<file path="src/rtl/mips_mc_ctrl.sv">
// Multi-cycle MIPS control unit: IDLE/DECODE/EXEC/MEM/WB sequencer that
// latches an instruction on an inst_valid/inst_ready handshake and drives the
// datapath strobes for add/sub/and/or/slt, lw, sw, beq, addi and j.
// Optional build macro: MIPS_MC_CTRL_PERF_EN adds the retired_cnt and
// stall_cnt performance counters (absent in the default build).

package mips;

    typedef struct packed {
        logic [5:0] opcode;
        logic [4:0] rs;
        logic [4:0] rt;
        logic [4:0] rd;
        logic [4:0] shamt;
        logic [5:0] func;
    } rtype_t;

    typedef struct packed {
        logic [5:0]  opcode;
        logic [4:0]  rs;
        logic [4:0]  rt;
        logic [15:0] imm;
    } itype_t;

    typedef struct packed {
        logic [5:0]  opcode;
        logic [25:0] addr;
    } jtype_t;

    typedef union packed {
        rtype_t r;
        itype_t i;
        jtype_t j;
    } mipsinst;

endpackage

module mips_mc_ctrl #(
    parameter int CNT_W = 32
) (
    input  logic          clk,
    input  logic          rst,
    input  logic          inst_valid,
    input  mips::mipsinst inst,
    output logic          inst_ready,
    input  logic          mem_ready,
    output logic [2:0]    state,
    output logic          ir_we,
    output logic          pc_we,
    output logic          reg_we,
    output logic          mem_rd,
    output logic          mem_wr,
    output logic          alu_src_imm,
    output logic          reg_dst_rd,
    output logic          branch,
    output logic          jump,
    output logic          illegal,
    output logic [2:0]    alu_op
`ifdef MIPS_MC_CTRL_PERF_EN
    ,
    output logic [CNT_W-1:0] retired_cnt,
    output logic [CNT_W-1:0] stall_cnt
`endif
);

    typedef enum logic [2:0] {
        IDLE   = 3'd0,
        DECODE = 3'd1,
        EXEC   = 3'd2,
        MEM    = 3'd3,
        WB     = 3'd4
    } state_t;

    localparam logic [2:0] ALU_ADD = 3'd0;
    localparam logic [2:0] ALU_SUB = 3'd1;
    localparam logic [2:0] ALU_AND = 3'd2;
    localparam logic [2:0] ALU_OR  = 3'd3;
    localparam logic [2:0] ALU_SLT = 3'd4;

    state_t        state_q;
    state_t        state_d;
    mips::mipsinst inst_q;
    mips::mipsinst inst_d;

    logic       handshake;
    logic       isR;
    logic       isLw;
    logic       isSw;
    logic       isBeq;
    logic       isAddi;
    logic       isJ;
    logic       isLegal;
    logic [2:0] rFuncOp;

    // Register fields are consumed by the datapath, not by the controller.
    logic unusedFields;
    assign unusedFields = ^inst_q[25:6];

    // Accept only in IDLE and never while reset is held.
    assign handshake = inst_valid & ~rst & (state_q == IDLE);
    assign inst_d    = handshake ? inst : inst_q;
    assign state     = state_q;

    // Classify the latched instruction; the live inst port never reaches here.
    always_comb begin
        isR     = 1'b0;
        isLw    = 1'b0;
        isSw    = 1'b0;
        isBeq   = 1'b0;
        isAddi  = 1'b0;
        isJ     = 1'b0;
        rFuncOp = ALU_ADD;
        case (inst_q.r.opcode)
            6'b000000: begin
                case (inst_q.r.func)
                    6'b100000: begin isR = 1'b1; rFuncOp = ALU_ADD; end
                    6'b100010: begin isR = 1'b1; rFuncOp = ALU_SUB; end
                    6'b100100: begin isR = 1'b1; rFuncOp = ALU_AND; end
                    6'b100101: begin isR = 1'b1; rFuncOp = ALU_OR;  end
                    6'b101010: begin isR = 1'b1; rFuncOp = ALU_SLT; end
                    default:   isR = 1'b0;
                endcase
            end
            6'b100011: isLw   = 1'b1;
            6'b101011: isSw   = 1'b1;
            6'b000100: isBeq  = 1'b1;
            6'b001000: isAddi = 1'b1;
            6'b000010: isJ    = 1'b1;
            default:   isR    = 1'b0;
        endcase
        isLegal = isR | isLw | isSw | isBeq | isAddi | isJ;
    end

    // Next state and all datapath strobes, decoded from state and latched word.
    always_comb begin
        state_d     = state_q;
        inst_ready  = 1'b0;
        ir_we       = 1'b0;
        pc_we       = 1'b0;
        reg_we      = 1'b0;
        mem_rd      = 1'b0;
        mem_wr      = 1'b0;
        alu_src_imm = 1'b0;
        reg_dst_rd  = 1'b0;
        branch      = 1'b0;
        jump        = 1'b0;
        illegal     = 1'b0;
        alu_op      = ALU_ADD;
        case (state_q)
            IDLE: begin
                inst_ready = ~rst;
                ir_we      = handshake;
                if (handshake) begin
                    state_d = DECODE;
                end
            end
            DECODE: begin
                if (!isLegal) begin
                    illegal = 1'b1;
                    state_d = IDLE;
                end else if (isJ) begin
                    jump    = 1'b1;
                    pc_we   = 1'b1;
                    state_d = IDLE;
                end else begin
                    state_d = EXEC;
                end
            end
            EXEC: begin
                if (isBeq) begin
                    branch  = 1'b1;
                    alu_op  = ALU_SUB;
                    pc_we   = 1'b1;
                    state_d = IDLE;
                end else if (isR) begin
                    alu_op  = rFuncOp;
                    state_d = WB;
                end else begin
                    // addi result or lw/sw effective address: rs + imm
                    alu_src_imm = 1'b1;
                    alu_op      = ALU_ADD;
                    state_d     = isAddi ? WB : MEM;
                end
            end
            MEM: begin
                mem_rd = isLw;
                mem_wr = isSw;
                if (mem_ready) begin
                    pc_we   = isSw;
                    state_d = isLw ? WB : IDLE;
                end
            end
            WB: begin
                reg_we      = 1'b1;
                pc_we       = 1'b1;
                reg_dst_rd  = isR;
                alu_src_imm = isAddi;
                alu_op      = isR ? rFuncOp : ALU_ADD;
                state_d     = IDLE;
            end
            default: state_d = IDLE;
        endcase
    end

    // State and instruction registers; reset aborts any access in flight.
    always_ff @(posedge clk or posedge rst) begin
        if (rst) begin
            state_q <= IDLE;
            inst_q  <= '0;
        end else begin
            state_q <= state_d;
            inst_q  <= inst_d;
        end
    end

`ifdef MIPS_MC_CTRL_PERF_EN
    logic [CNT_W-1:0] retiredCnt_q;
    logic [CNT_W-1:0] stallCnt_q;

    assign retired_cnt = retiredCnt_q;
    assign stall_cnt   = stallCnt_q;

    // Retired instructions count PC updates; stalls count unfinished MEM cycles.
    always_ff @(posedge clk or posedge rst) begin
        if (rst) begin
            retiredCnt_q <= '0;
            stallCnt_q   <= '0;
        end else begin
            if (pc_we) begin
                retiredCnt_q <= retiredCnt_q + CNT_W'(1);
            end
            if ((state_q == MEM) && !mem_ready) begin
                stallCnt_q <= stallCnt_q + CNT_W'(1);
            end
        end
    end
`else
    logic [CNT_W-1:0] unusedCntWidth;
    assign unusedCntWidth = '0;
`endif

endmodule

</file>
<file path="config.mk">
export PLATFORM = sky130hd
export DESIGN_NAME = mips_mc_ctrl
export DESIGN_NICKNAME = d
export VERILOG_FILES = /design/src/rtl/mips_mc_ctrl.sv
export SDC_FILE = /design/constraint.sdc
export NUM_CORES = 1
export LEC_CHECK = 0
export CELL_PAD_IN_SITES_DETAIL_PLACEMENT = 1
export CELL_PAD_IN_SITES_GLOBAL_PLACEMENT = 2
export CORE_UTILIZATION = 19
export DETAILED_ROUTE_END_ITERATION = 8
export GPL_ROUTABILITY_DRIVEN = 0
export PLACE_DENSITY = 0.72
export SLEW_MARGIN = 20
export SYNTH_ARGS = -nofsm -noshare
export SYNTH_HDL_FRONTEND = slang
export SYNTH_SLANG_ARGS = --single-unit
export TNS_END_PERCENT = 10
</file>
<file path="constraint.sdc">
create_clock -name clk -period 1.8 [get_ports clk]
set_input_delay 0.36 -clock clk [delete_from_list [all_inputs] [get_ports clk]]
set_output_delay 0.36 -clock clk [all_outputs]
set_load 0.005 [all_outputs]
</file>
# After elaboration in Yosys (flattened, before gate mapping)
# Index checks and enable logic that the tools add are counted.
[op_classes]
eq_ne = 16
muxes = 39
bitwise_logic = 8
reduce_logical = 4
[op_table]
columns = ["cell", "count"]
rows = [
  ["$eq A6 B6 Y1 const B", 7],
  ["$mux W3", 9],
  ["$pmux W3 S4", 2],
  ["$mux W1", 23],
  ["$eq A3 B2 Y1 const B", 2],
  ["$eq A6 B2 Y1 const B", 1],
  ["$eq A6 B3 Y1 const B", 1],
  ["$eq A6 B4 Y1 const B", 1],
  ["$logic_not A6 Y1", 1],
  ["$pmux W3 S2", 1],
  ["$or A1 B1 Y1", 5],
  ["$reduce_or A5 Y1", 1],
  ["$mux W2", 2],
  ["$ne A2 B2 Y1 const B", 2],
  ["$pmux W1 S4", 1],
  ["$eq A3 B1 Y1 const B", 1],
  ["$eq A3 B3 Y1 const B", 1],
  ["$logic_not A3 Y1", 1],
  ["$and A1 B1 Y1", 2],
  ["$pmux W1 S2", 1],
  ["$reduce_and A2 Y1", 1],
  ["$not A1 Y1", 1],
]
[word_totals]
regBits = 35
wordCells = 69

# Depth between registers and ports, before layout
[logic_depth]
depth_word = 11
ltp_mapped = 5
ltp_nobuf = 4

# Least setup slack after synthesis
# OpenSTA, ideal clock, no wires.
[synth_timing]
path_type = "flip-flop to output port"
from = "register inst_q[31] in the netlist's numbering"
to = "output alu_op[1]"
t_arrival_ps = 1519
setup_slack_ps = -79
stages_incl_launch_ff = 5
n_path_buf = 0
path_cell_list = "dfrtp_1 > or4_4 > nor2_1 > nand2_1 > nor4b_1"
[synth_between]
elab_chain_len = 5
word_cells_on_any_way = 8
classes_between = "eq/ne: 1; mux: 6; reduce/logical: 1"
[synth_rtl]
columns = ["item", "line", "rtl"]
rows = [
  ["start, declared", "82", "mips::mipsinst inst_q;"],
  ["start signal, assigned", "212", "inst_q <= inst_d;"],
  ["$logic_not A6 Y1", "113", "case (inst_q.r.opcode)"],
  ["$mux W3 / $mux W1 (equally long branches)", "113", ""],
  ["$mux W3", "175, 198", ""],
  ["$mux W3", "170", "if (isBeq) begin"],
  ["$pmux W3 S2 *", "149", "case (state_q)"],
  ["end, declared", "58", "output logic [2:0] alu_op"],
]
# Mark *: on every way between the ends. The rest lies on a longest branch, timed or not.

# Final worst setup path
[layout_timing]
from = "register inst_q[26] in the netlist's numbering"
to = "output illegal"
[layout_between]
elab_chain_len = 9
word_cells_on_any_way = 19
classes_between = "eq/ne: 5; mux: 8; bitwise: 5; reduce/logical: 1"
[layout_rtl]
columns = ["item", "line", "rtl"]
rows = [
  ["$eq A6 B6 Y1 / $logic_not A6 Y1 (equally long branches)", "113", ""],
  ["$mux W1", "113", ""],
  ["$or A1 B1 Y1 (4 in series)", "131", "isLegal = isR | isLw | isSw | isBeq | isAddi | isJ;"],
  ["$or A1 B1 Y1 *", "131", ""],
  ["$mux W1 *", "158", "if (!isLegal) begin"],
  ["$mux W1 *", "149", ""],
  ["end, declared", "57", "output logic illegal,"],
]
# Marked as above.

==> metrics.yaml <==
status: "finished, violations left"
violations: "setup timing"
worst-endpoint-arrival_ns: 1.93
fin_util_pct: 38.3
wl_per_cell_um: 13.9
antenna_found_initial: 0
rsz0062_at_grt: "yes"
grt_pass1_vias: 1150
routed_wl_um: 3300
dr.first_iter.drc_count: 27
wl_met2_um: 1790
syn_to_final_growth_pct: 94.4
synthMuxAreaShare_pct: 15.6
slowest_delay_ns: 0.50
synth_top_family_by_area: "simple AND/OR/NAND/NOR gates"
vias: 1027
syn_inst: 91
p_per_area_mw_per_mm2: 1210
cts_max_path_buffers: 2
synth_area_per_cell_um2: 10.2
ys_warn_count: 0
period_minus_slack_ns: 2.29
final.period_utilization_pct: 127
fin_skew_ns: 0.00576
ys_async_sr_fraction_pct: 100
stdcell_count: 237
tightest_slew_ns: 0.429
clock_latency_ns: 0.25
synth_xor_area_share_pct: 0.941
slew_headroom_pct: 71.2
netlist_top_cells_count: "dfrtp_1 (15), mux2_1 (10), nand2_1 (9)"
ctsHoldBuffers: 0
firstDrtPassIters: 4
met1_length_um: 1350
grt_use_total_pct: 14.0
cts_max_level: 1
clk_root_buffer_cell: "clkbuf_8"
row_count: 25
grt_pass1_wl_um: 5550
die_area_mm2: 0.00518
setup_slack_ns: -0.492
cts_buffers: 3
clk_pin_slew_worst_paths_ns: 0.06
synth_top_area_share_pct: 40.3
required_ns: 1.44
cts_tree: "built"
tns_ns: -4.40
dp.cells: 226
r2r_setup_slack_ns: -0.33
hold_viol_final: 0
maxSlewViolCount: 0
syn_area_um2: 931
synth_top_area_cell: "dfrtp_1"
die_w_um: 72.0
peakVddDrop_mv: 0.601
drive_gt1_share_pct: 51.2
critical_path_class: "reg -> out"
synth-main-ff-cell: "dfrtp_1"
critPathMaxFanout: 3
hp-class: "reg -> reg"
clock_sinks: 15
syn_nets: 127
synth-seq-cells: 15
slowest_stage: "or4_4"
ios: 53
synth_edf_count: 0
highest_layer: "met4"
insertedDiodeCount: 0
crit_path_end_kind: "output port"
drt-vias-per-instance: 4.33
dp_hpwl_um: 2490
yosysMostFrequentCell: "dfrtp_1"
initial_core_util_pct: 19.7
start_kind: "flop"
synth_area_leaders: "dfrtp_1 (40%), mux2_1 (12%), nand2_1 (3.6%)"
nets: 207
ys_seq_area_share_pct: 40.3
synth.distinct_cells: 39
final-setup-viol-count: 14
core_area_mm2: 0.00472
die_height_um: 72.0
crit_chain: "buf_4 -> or4_4 -> buf_4 -> a21oi_4 -> a211oi_2 -> dlygate4sd2_1"
drc: 0
io_buffers: 32
synthAdderAreaFrac_pct: 0
grt-ovfl-total: 0
p_leak_nw: 0.821
synth-simple-area-share_pct: 25.8
pre_cts_ws_ns: -0.570
wl_met3_um: 85
cp_common_cell: "buf_4"
nFillCells: 546
grt_start_max_net_pins: 16
ant_nets: 0
synth_compound_area_share_pct: 13.6
max-cap-violations: 0
max_freq_mhz: 436
## repair_timing
action / in CTS / in global routing
pin swaps: 9 / 3
buffers inserted: 6 / 1
setup endpoints to repair: 19 / 16
gates cloned: 0 / 0
gates resized for setup: 62 / 4
## metal layers
| metal | GRT usage [%] | up-vias |
|---|---|---|
| li1 | - | 498 |
| met1 | 15.5 | 501 |
| met2 | 26.8 | 22 |
| met3 | 0.833 | 6 |
| met4 | 7.63 | 0 |
| met5 | 0 | - |
## cell type report
type                       instances  area [um2]  area share, %
multi-input combinational         67         633           35.0
clock buffer                       3        41.3           2.28
tap                               67        83.8           4.63
clock inverter                     1        7.51          0.415
sequential                        15         378           20.9
timing repair buffer              80         651           36.0
inverter                           4        15.0          0.830
## cells by family after synthesis
group,Yosys count
AND/OR/NAND/NOR,38
AO/OA/AOI/OAI,15
flip-flops,15
multiplexers,13
buffers and inverters,9
XOR/XNOR,1
## power breakdown
group	leakage, nW	internal [mW]	switching, mW
Sequential	0.179	0.491	0.121
Combinational	0.621	0.734	0.579
Clock	0.0217	0.155	0.116
Total	0.821	1.38	0.816
## stage by stage
step / total power [mW] / hold WS, ns / instance area [um2]
floorplan: 1.07 / 0.270 / 943
global placement: 1.68 / 0.471 / 1630
detailed placement: 1.74 / 0.494 / 1630
CTS: 2.17 / 0.509 / 1790
global route: 2.35 / 0.522 / 1810
finish: 2.20 / 0.502 / 1810
## worst max-delay path: cells and delay by family (launching register included)
kind                   cells  cell delay (ns)
DFF                        1             0.38
and+or+nand+nor            1             0.50
buffers and inverters      3             0.59
AOI/OAI and AO/OA          2             0.22
## placed cells by master, fill, tap and decap left out, drive strengths merged, types with 3 or more instances in the layout
| cell | count |
|---|---|
| clkbuf | 4 |
| dlygate4sd2 | 3 |
| nand2 | 9 |
| nand2b | 3 |
| a21oi | 4 |
| nor2 | 3 |
| nor3 | 3 |
| inv | 4 |
| dfrtp | 15 |
| clkdlybuf4s50 | 18 |
| mux2 | 12 |
| nor2b | 3 |
| or4 | 3 |
| buf | 56 |
## path summary, 6_finish.rpt
path,endpoint,from,depth (start not counted)
min,state[2],state[2],1
max in group asynchronous,state[2],rst,3
min in group asynchronous,inst_q[2],rst,3
min reg2reg,state[2],state[2],1
max,illegal,inst_q[26],6
max reg2reg,state[2],inst_q[26],5
## registers in the layout, summed over array words and instances (netlist names)
register / flops
inst_q: 12
state: 3
No activity file was read; power rests on OpenSTA's default activity.
